## config.mk

```make
export PLATFORM = sky130hd
export DESIGN_NAME = mdu_issue_ctrl
export DESIGN_NICKNAME = d
export VERILOG_FILES = /design/src/rtl/mdu_pkg.sv /design/src/rtl/mdu_special_case.sv /design/src/rtl/mdu_issue_ctrl.sv
export SDC_FILE = /design/constraint.sdc
export NUM_CORES = 1
export LEC_CHECK = 0
export ABC_AREA = 1
export CAP_MARGIN = 30
export CELL_PAD_IN_SITES_DETAIL_PLACEMENT = 1
export CELL_PAD_IN_SITES_GLOBAL_PLACEMENT = 2
export CORE_MARGIN = 2
export CORE_UTILIZATION = 22
export CTS_BUF_LIST = sky130_fd_sc_hd__clkbuf_16
export CTS_CLUSTER_SIZE = 10
export DETAILED_ROUTE_END_ITERATION = 10
export PLACE_DENSITY = 0.88
export SYNTH_ARGS = -nofsm -noshare
export SYNTH_HDL_FRONTEND = slang
export SYNTH_HIERARCHICAL = 1
export SYNTH_SLANG_ARGS = --single-unit
```

## constraint.sdc

```tcl
create_clock -name clk -period 2.1 [get_ports clk]
set_input_delay 0.315 -clock clk [delete_from_list [all_inputs] [get_ports clk]]
set_output_delay 0.315 -clock clk [all_outputs]
set_load 0.02 [all_outputs]
```

## src/rtl/mdu_pkg.sv

```systemverilog
// Shared types for the MDU issue path: operator encoding (funct3 order) and
// the issue-controller FSM states.
package mdu_pkg;

  localparam int MDU_OP_W = 3;

  typedef enum logic [MDU_OP_W-1:0] {
    MDU_MUL    = 3'd0,
    MDU_MULH   = 3'd1,
    MDU_MULHSU = 3'd2,
    MDU_MULHU  = 3'd3,
    MDU_DIV    = 3'd4,
    MDU_DIVU   = 3'd5,
    MDU_REM    = 3'd6,
    MDU_REMU   = 3'd7
  } mdu_op_e;

  typedef enum logic [1:0] {
    ST_IDLE = 2'd0,
    ST_REQ  = 2'd1,
    ST_WAIT = 2'd2,
    ST_DONE = 2'd3
  } mdu_state_e;

endpackage

```

## src/rtl/mdu_special_case.sv

```systemverilog
// Combinational detection of the RISC-V M-extension divide corner cases
// (divide by zero, signed overflow) together with their architected results.
module mdu_special_case
  import mdu_pkg::*;
#(
  parameter int WORD_SIZE = 32
) (
  input  logic [MDU_OP_W-1:0]         operator_i,
  input  logic signed [WORD_SIZE-1:0] operand_a_i,
  input  logic signed [WORD_SIZE-1:0] operand_b_i,
  output logic                        hit_o,
  output logic signed [WORD_SIZE-1:0] result_o
);

  localparam logic signed [WORD_SIZE-1:0] INT_MIN = {1'b1, {(WORD_SIZE-1){1'b0}}};
  localparam logic signed [WORD_SIZE-1:0] MINUS_ONE = '1;

  mdu_op_e op;
  logic    is_div;
  logic    is_signed_div;
  logic    is_rem;
  logic    div_zero;
  logic    div_ovf;

  assign op            = mdu_op_e'(operator_i);
  assign is_div        = (op == MDU_DIV) || (op == MDU_DIVU) || (op == MDU_REM) || (op == MDU_REMU);
  assign is_signed_div = (op == MDU_DIV) || (op == MDU_REM);
  assign is_rem        = (op == MDU_REM) || (op == MDU_REMU);
  assign div_zero      = is_div && (operand_b_i == '0);
  assign div_ovf       = is_signed_div && (operand_a_i == INT_MIN) && (operand_b_i == MINUS_ONE);

  always_comb begin
    hit_o    = 1'b0;
    result_o = '0;
    if (div_zero) begin
      hit_o    = 1'b1;
      result_o = is_rem ? operand_a_i : MINUS_ONE;
    end else if (div_ovf) begin
      hit_o    = 1'b1;
      result_o = is_rem ? '0 : INT_MIN;
    end
  end

endmodule

```

## src/rtl/mdu_issue_ctrl.sv

```systemverilog
// EX-stage requester for a multi-cycle MDU: registers one op, resolves divide
// corner cases locally, otherwise runs req/gnt/rvalid and holds the result for writeback.
module mdu_issue_ctrl
  import mdu_pkg::*;
#(
  parameter int WORD_SIZE = 32
) (
  input  logic                 clk,
  input  logic                 rst_n,
  input  logic                 ex_valid_i,
  input  logic                 mdu_en_i,
  output logic                 ex_ready_o,
  input  logic [MDU_OP_W-1:0]  operator_i,
  input  logic [WORD_SIZE-1:0] operand_a_i,
  input  logic [WORD_SIZE-1:0] operand_b_i,
  input  logic [4:0]           rd_addr_i,
  input  logic                 flush_i,
  output logic                 mdu_req_o,
  input  logic                 mdu_gnt_i,
  output logic [MDU_OP_W-1:0]  mdu_operator_o,
  output logic [WORD_SIZE-1:0] mdu_operand_a_o,
  output logic [WORD_SIZE-1:0] mdu_operand_b_o,
  input  logic                 mdu_rvalid_i,
  input  logic [WORD_SIZE-1:0] mdu_result_i,
  output logic                 wb_valid_o,
  input  logic                 wb_ready_i,
  output logic [4:0]           wb_rd_addr_o,
  output logic [WORD_SIZE-1:0] wb_data_o,
  output logic                 busy_o
);

  mdu_state_e state_q, state_d;
  logic       kill_q, kill_d;

  logic [MDU_OP_W-1:0]         op_p0;
  logic signed [WORD_SIZE-1:0] opa_p0;
  logic signed [WORD_SIZE-1:0] opb_p0;
  logic [4:0]                  rd_p0;
  logic signed [WORD_SIZE-1:0] res_p1;

  logic                        accept;
  logic                        kill_eff;
  logic                        rsp_take;
  logic                        sc_hit;
  logic signed [WORD_SIZE-1:0] sc_result;

  mdu_special_case #(
    .WORD_SIZE (WORD_SIZE)
  ) u_special_case (
    .operator_i  (operator_i),
    .operand_a_i (operand_a_i),
    .operand_b_i (operand_b_i),
    .hit_o       (sc_hit),
    .result_o    (sc_result)
  );

  assign accept   = ex_valid_i & mdu_en_i & ex_ready_o & ~flush_i;
  // A flush in the same cycle as the response must already drop it.
  assign kill_eff = kill_q | flush_i;
  assign rsp_take = mdu_rvalid_i &
                    (((state_q == ST_REQ) & mdu_gnt_i) | (state_q == ST_WAIT));

  always_ff @(posedge clk) begin
    if (!rst_n) begin
      state_q <= ST_IDLE;
      kill_q  <= 1'b0;
    end else begin
      state_q <= state_d;
      kill_q  <= kill_d;
    end
  end

  always_comb begin
    state_d = state_q;
    kill_d  = kill_q;
    unique case (state_q)
      ST_IDLE: begin
        kill_d = 1'b0;
        if (accept) state_d = sc_hit ? ST_DONE : ST_REQ;
      end
      ST_REQ, ST_WAIT: begin
        kill_d = kill_eff;
        if ((state_q == ST_REQ) && mdu_gnt_i) state_d = ST_WAIT;
        if (rsp_take) begin
          state_d = kill_eff ? ST_IDLE : ST_DONE;
          kill_d  = 1'b0;
        end
      end
      ST_DONE: begin
        kill_d = 1'b0;
        if (wb_ready_i || flush_i) state_d = ST_IDLE;
      end
      default: begin
        state_d = ST_IDLE;
        kill_d  = 1'b0;
      end
    endcase
  end

  always_comb begin
    ex_ready_o = 1'b0;
    mdu_req_o  = 1'b0;
    wb_valid_o = 1'b0;
    busy_o     = 1'b1;
    unique case (state_q)
      ST_IDLE: begin
        ex_ready_o = 1'b1;
        busy_o     = 1'b0;
      end
      ST_REQ:  mdu_req_o  = 1'b1;
      ST_DONE: wb_valid_o = 1'b1;
      default: ;
    endcase
  end

  // Stage p0: operands captured on accept
  always_ff @(posedge clk) begin
    if (!rst_n) begin
      op_p0  <= '0;
      opa_p0 <= '0;
      opb_p0 <= '0;
      rd_p0  <= '0;
    end else if (accept) begin
      op_p0  <= operator_i;
      opa_p0 <= operand_a_i;
      opb_p0 <= operand_b_i;
      rd_p0  <= rd_addr_i;
    end
  end

  // Stage p1: result from the local corner-case path or the MDU response
  always_ff @(posedge clk) begin
    if (!rst_n) begin
      res_p1 <= '0;
    end else if (accept && sc_hit) begin
      res_p1 <= sc_result;
    end else if (rsp_take) begin
      res_p1 <= mdu_result_i;
    end
  end

  assign mdu_operator_o  = op_p0;
  assign mdu_operand_a_o = opa_p0;
  assign mdu_operand_b_o = opb_p0;
  assign wb_rd_addr_o    = rd_p0;
  assign wb_data_o       = res_p1;

endmodule

```

==> impl_metrics.ini <==
[pwr]
vdd_drop_max_mv = 0.4620
power_mw = 6.271
p_per_area_nw_per_um2 = 742.3
leakage_nw = 3.387

[placement]
dp_hpwl_um = 15900
gp_congestion = 0.7612
placed_cell_area_sq_um = 8112
port_buffers = 219
pre_cts_ws_ns = -0.2974

[final_layout]
diodes = 0
final_util_pct = 36.10
mostFrequentLayoutCells = nor2_1 (220), clkdlybuf4s50_1 (213), nand2_1 (128)
fin_nets = 1161
drive_gt1_share_pct = 12.13
layout_commonest_cell = nor2_1
stdcell_area_sq_um = 8448
fillers = 2966
area_growth_pct = 61.49

[detailed_routing]
drtPass1Iterations = 4
wl_um = 20730
ant_nets = 0
drcViolationCount = 0
wl_per_cell_um = 15.17
dr.first_iter.drc_count = 177
via_per_inst = 4.267
via_count = 5829

[floorplanning]
design.core.area_sq_um = 23400
num_rows = 56
die_h_um = 158.2
die_w_um = 158.2
io_pins = 220
start_util_pct = 22.35
dieArea_sq_um = 25030

[timing]
post-route-period-util_pct = 93.47
grt_setup_unrepaired = yes
max_freq_ghz = 0.5095
hold_viol_final = 0
worst_hold_slack_ns = 0.3130
setup_viol = 0
worst_pin_slew_ns = 0.4300
finClkSkew_ns = 0.005743
min_period_ns = 1.963
drv_slew = 0
slew_headroom_pct = 71.33
finalWorstSetupSlack_ns = 0.1371

[setup_path]
cp_max_fo = 8
worstSetupPathType = input port to flop
required_ns = 2.39
worstSetupStartpointType = input port
arrival_ns = 2.25
endpoint_kind = flop

[global_route]
use_met1_pct = 19.30
grt_max_degree = 62
grt_usage_pct = 16.42
grt_pass1_wl_um = 31620
grt_use_met2_pct = 29.73
gr-max-usage-layer = met2
first_global_vias = 6070
met3_usage_pct = 4.161
grt_remaining_overflow = 0
antenna_found_initial = 0

[yosys]
ys_types = 32
synth_top_area_cell = dfxtp_1
synth_top_area_share_pct = 40.95
syn_area_per_cell_sq_um = 6.605
syn_area_sq_um = 5231
synth-seq-area-share_pct = 40.95
synth_cells = 792
ys_ff_latch = 107
yosysWarnings = 6
synth_nets = 909
netlist_top_cells_area = dfxtp_1 (41%), nor2_1 (16%), o21ai_0 (10%)

[worst_hold_path]
holdCritPathClass = input port to flop

[clock_network]
clockBufferDepth = 2
cts-root-buf = clkbuf_16
cts_tree = done
cts_inserted_buffers = 9
cts_num_sinks = 107
cts_hold_buf = 0
h-tree-depth = 3
cts.clk_slew.worst_paths_ns = 0.08
clk_latency_ns = 0.35

[status]
outcome = finished clean

[flow_run]
cap_violations = 0
[routing by layer]
metal / routed length, um / vias up / part of all wire [%]
met3: 1148 / 21 / 5.5
met5: 0 / - / 0
li1: - / 2946 / -
met1: 9130 / 2724 / 44
met2: 10170 / 138 / 49
met4: 282 / 0 / 1.4
[per-stage QoR]
step                 TNS, ns  std cells
floorplan                  0        792
global placement      -6.319       1351
detailed placement    -9.106       1351
CTS                        0       1365
global route        -0.02788       1366
finish                     0       1366
[timing repair]
| item | in CTS | in global routing |
|---|---|---|
| setup endpoints to repair | 1 | 32 |
| setup buffers | 0 | 0 |
| gates resized for setup | 1 | 19 |
| pin swaps | 0 | 3 |
| cloned | 0 | 1 |
[final timing paths]
path	start	cells after the start	endpoint	slack, ns
setup / recovery	operand_b_i[27]	15	wb_data_o[31]	0.14
hold / removal	operand_b_i[22]	3	mdu_operand_b_o[22]	0.31
setup reg to reg	state_q[0]	8	mdu_operator_o[2]	0.30
hold reg to reg	wb_data_o[18]	2	wb_data_o[18]	0.47
[state kept, by name, summed over array words and instances, names as in the netlist]
name,cells
wb_rd_addr_o,5
mdu_operand_b_o,32
mdu_operand_a_o,32
wb_data_o,32
state_q,2
kill_q,1
mdu_operator_o,3
[logic make-up after synthesis]
kind of cell | count (synthesis) | share of synthesized area (%)
flip-flops | 107 | 40.95
AO/OA/AOI/OAI | 142 | 14.11
adder cells (fa/ha/maj) | 5 | 1.196
buffers and inverters | 127 | 10.72
AND/OR/NAND/NOR | 411 | 33.03
[worst max-delay path: stages]
cell	delay, ns
clkdlybuf4s50_1	0.53
nand2_1	0.07
inv_1	0.06
nand2_1	0.06
nor2_2	0.11
nand2_1	0.11
nor2_1	0.11
nand3_1	0.10
nand2_2	0.11
nand3_4	0.14
inv_6	0.12
buf_4	0.16
nand2_1	0.06
and2_0	0.14
nor2_1	0.08
[power by group]
part / switching, mW / total (mW) / leakage [nW] / internal, mW
Combinational: 1.24 / 2.26 / 2.39 / 1.03
Sequential: 0.138 / 2.42 / 0.872 / 2.28
Clock: 0.799 / 1.59 / 0.127 / 0.792
[cells in the mapped netlist (all sizes together)]
cell type,instances
dfxtp,107
clkinv,1
nand4,7
or2,3
nand3,10
and2,4
and3,2
nand2,131
nor2,246
a21oi,33
o21ai,108
inv,84
buf,18
ha,5
nor3,7
clkbuf,24
o22ai,1
nand3b,1
[area by class of cell]
cell class / instances / area, sq um / share of cell area (%)
Inverter: 85 / 326.6 / 3.866
Sequential cell: 107 / 2142 / 25.36
Clock inverter: 5 / 32.53 / 0.3851
Tap cell: 319 / 399.1 / 4.725
Clock buffer: 9 / 225.2 / 2.666
Timing Repair Buffer: 283 / 2764 / 32.72
Multi-Input combinational cell: 558 / 2559 / 30.29
Note: power is estimated with default switching activity, not from simulation.
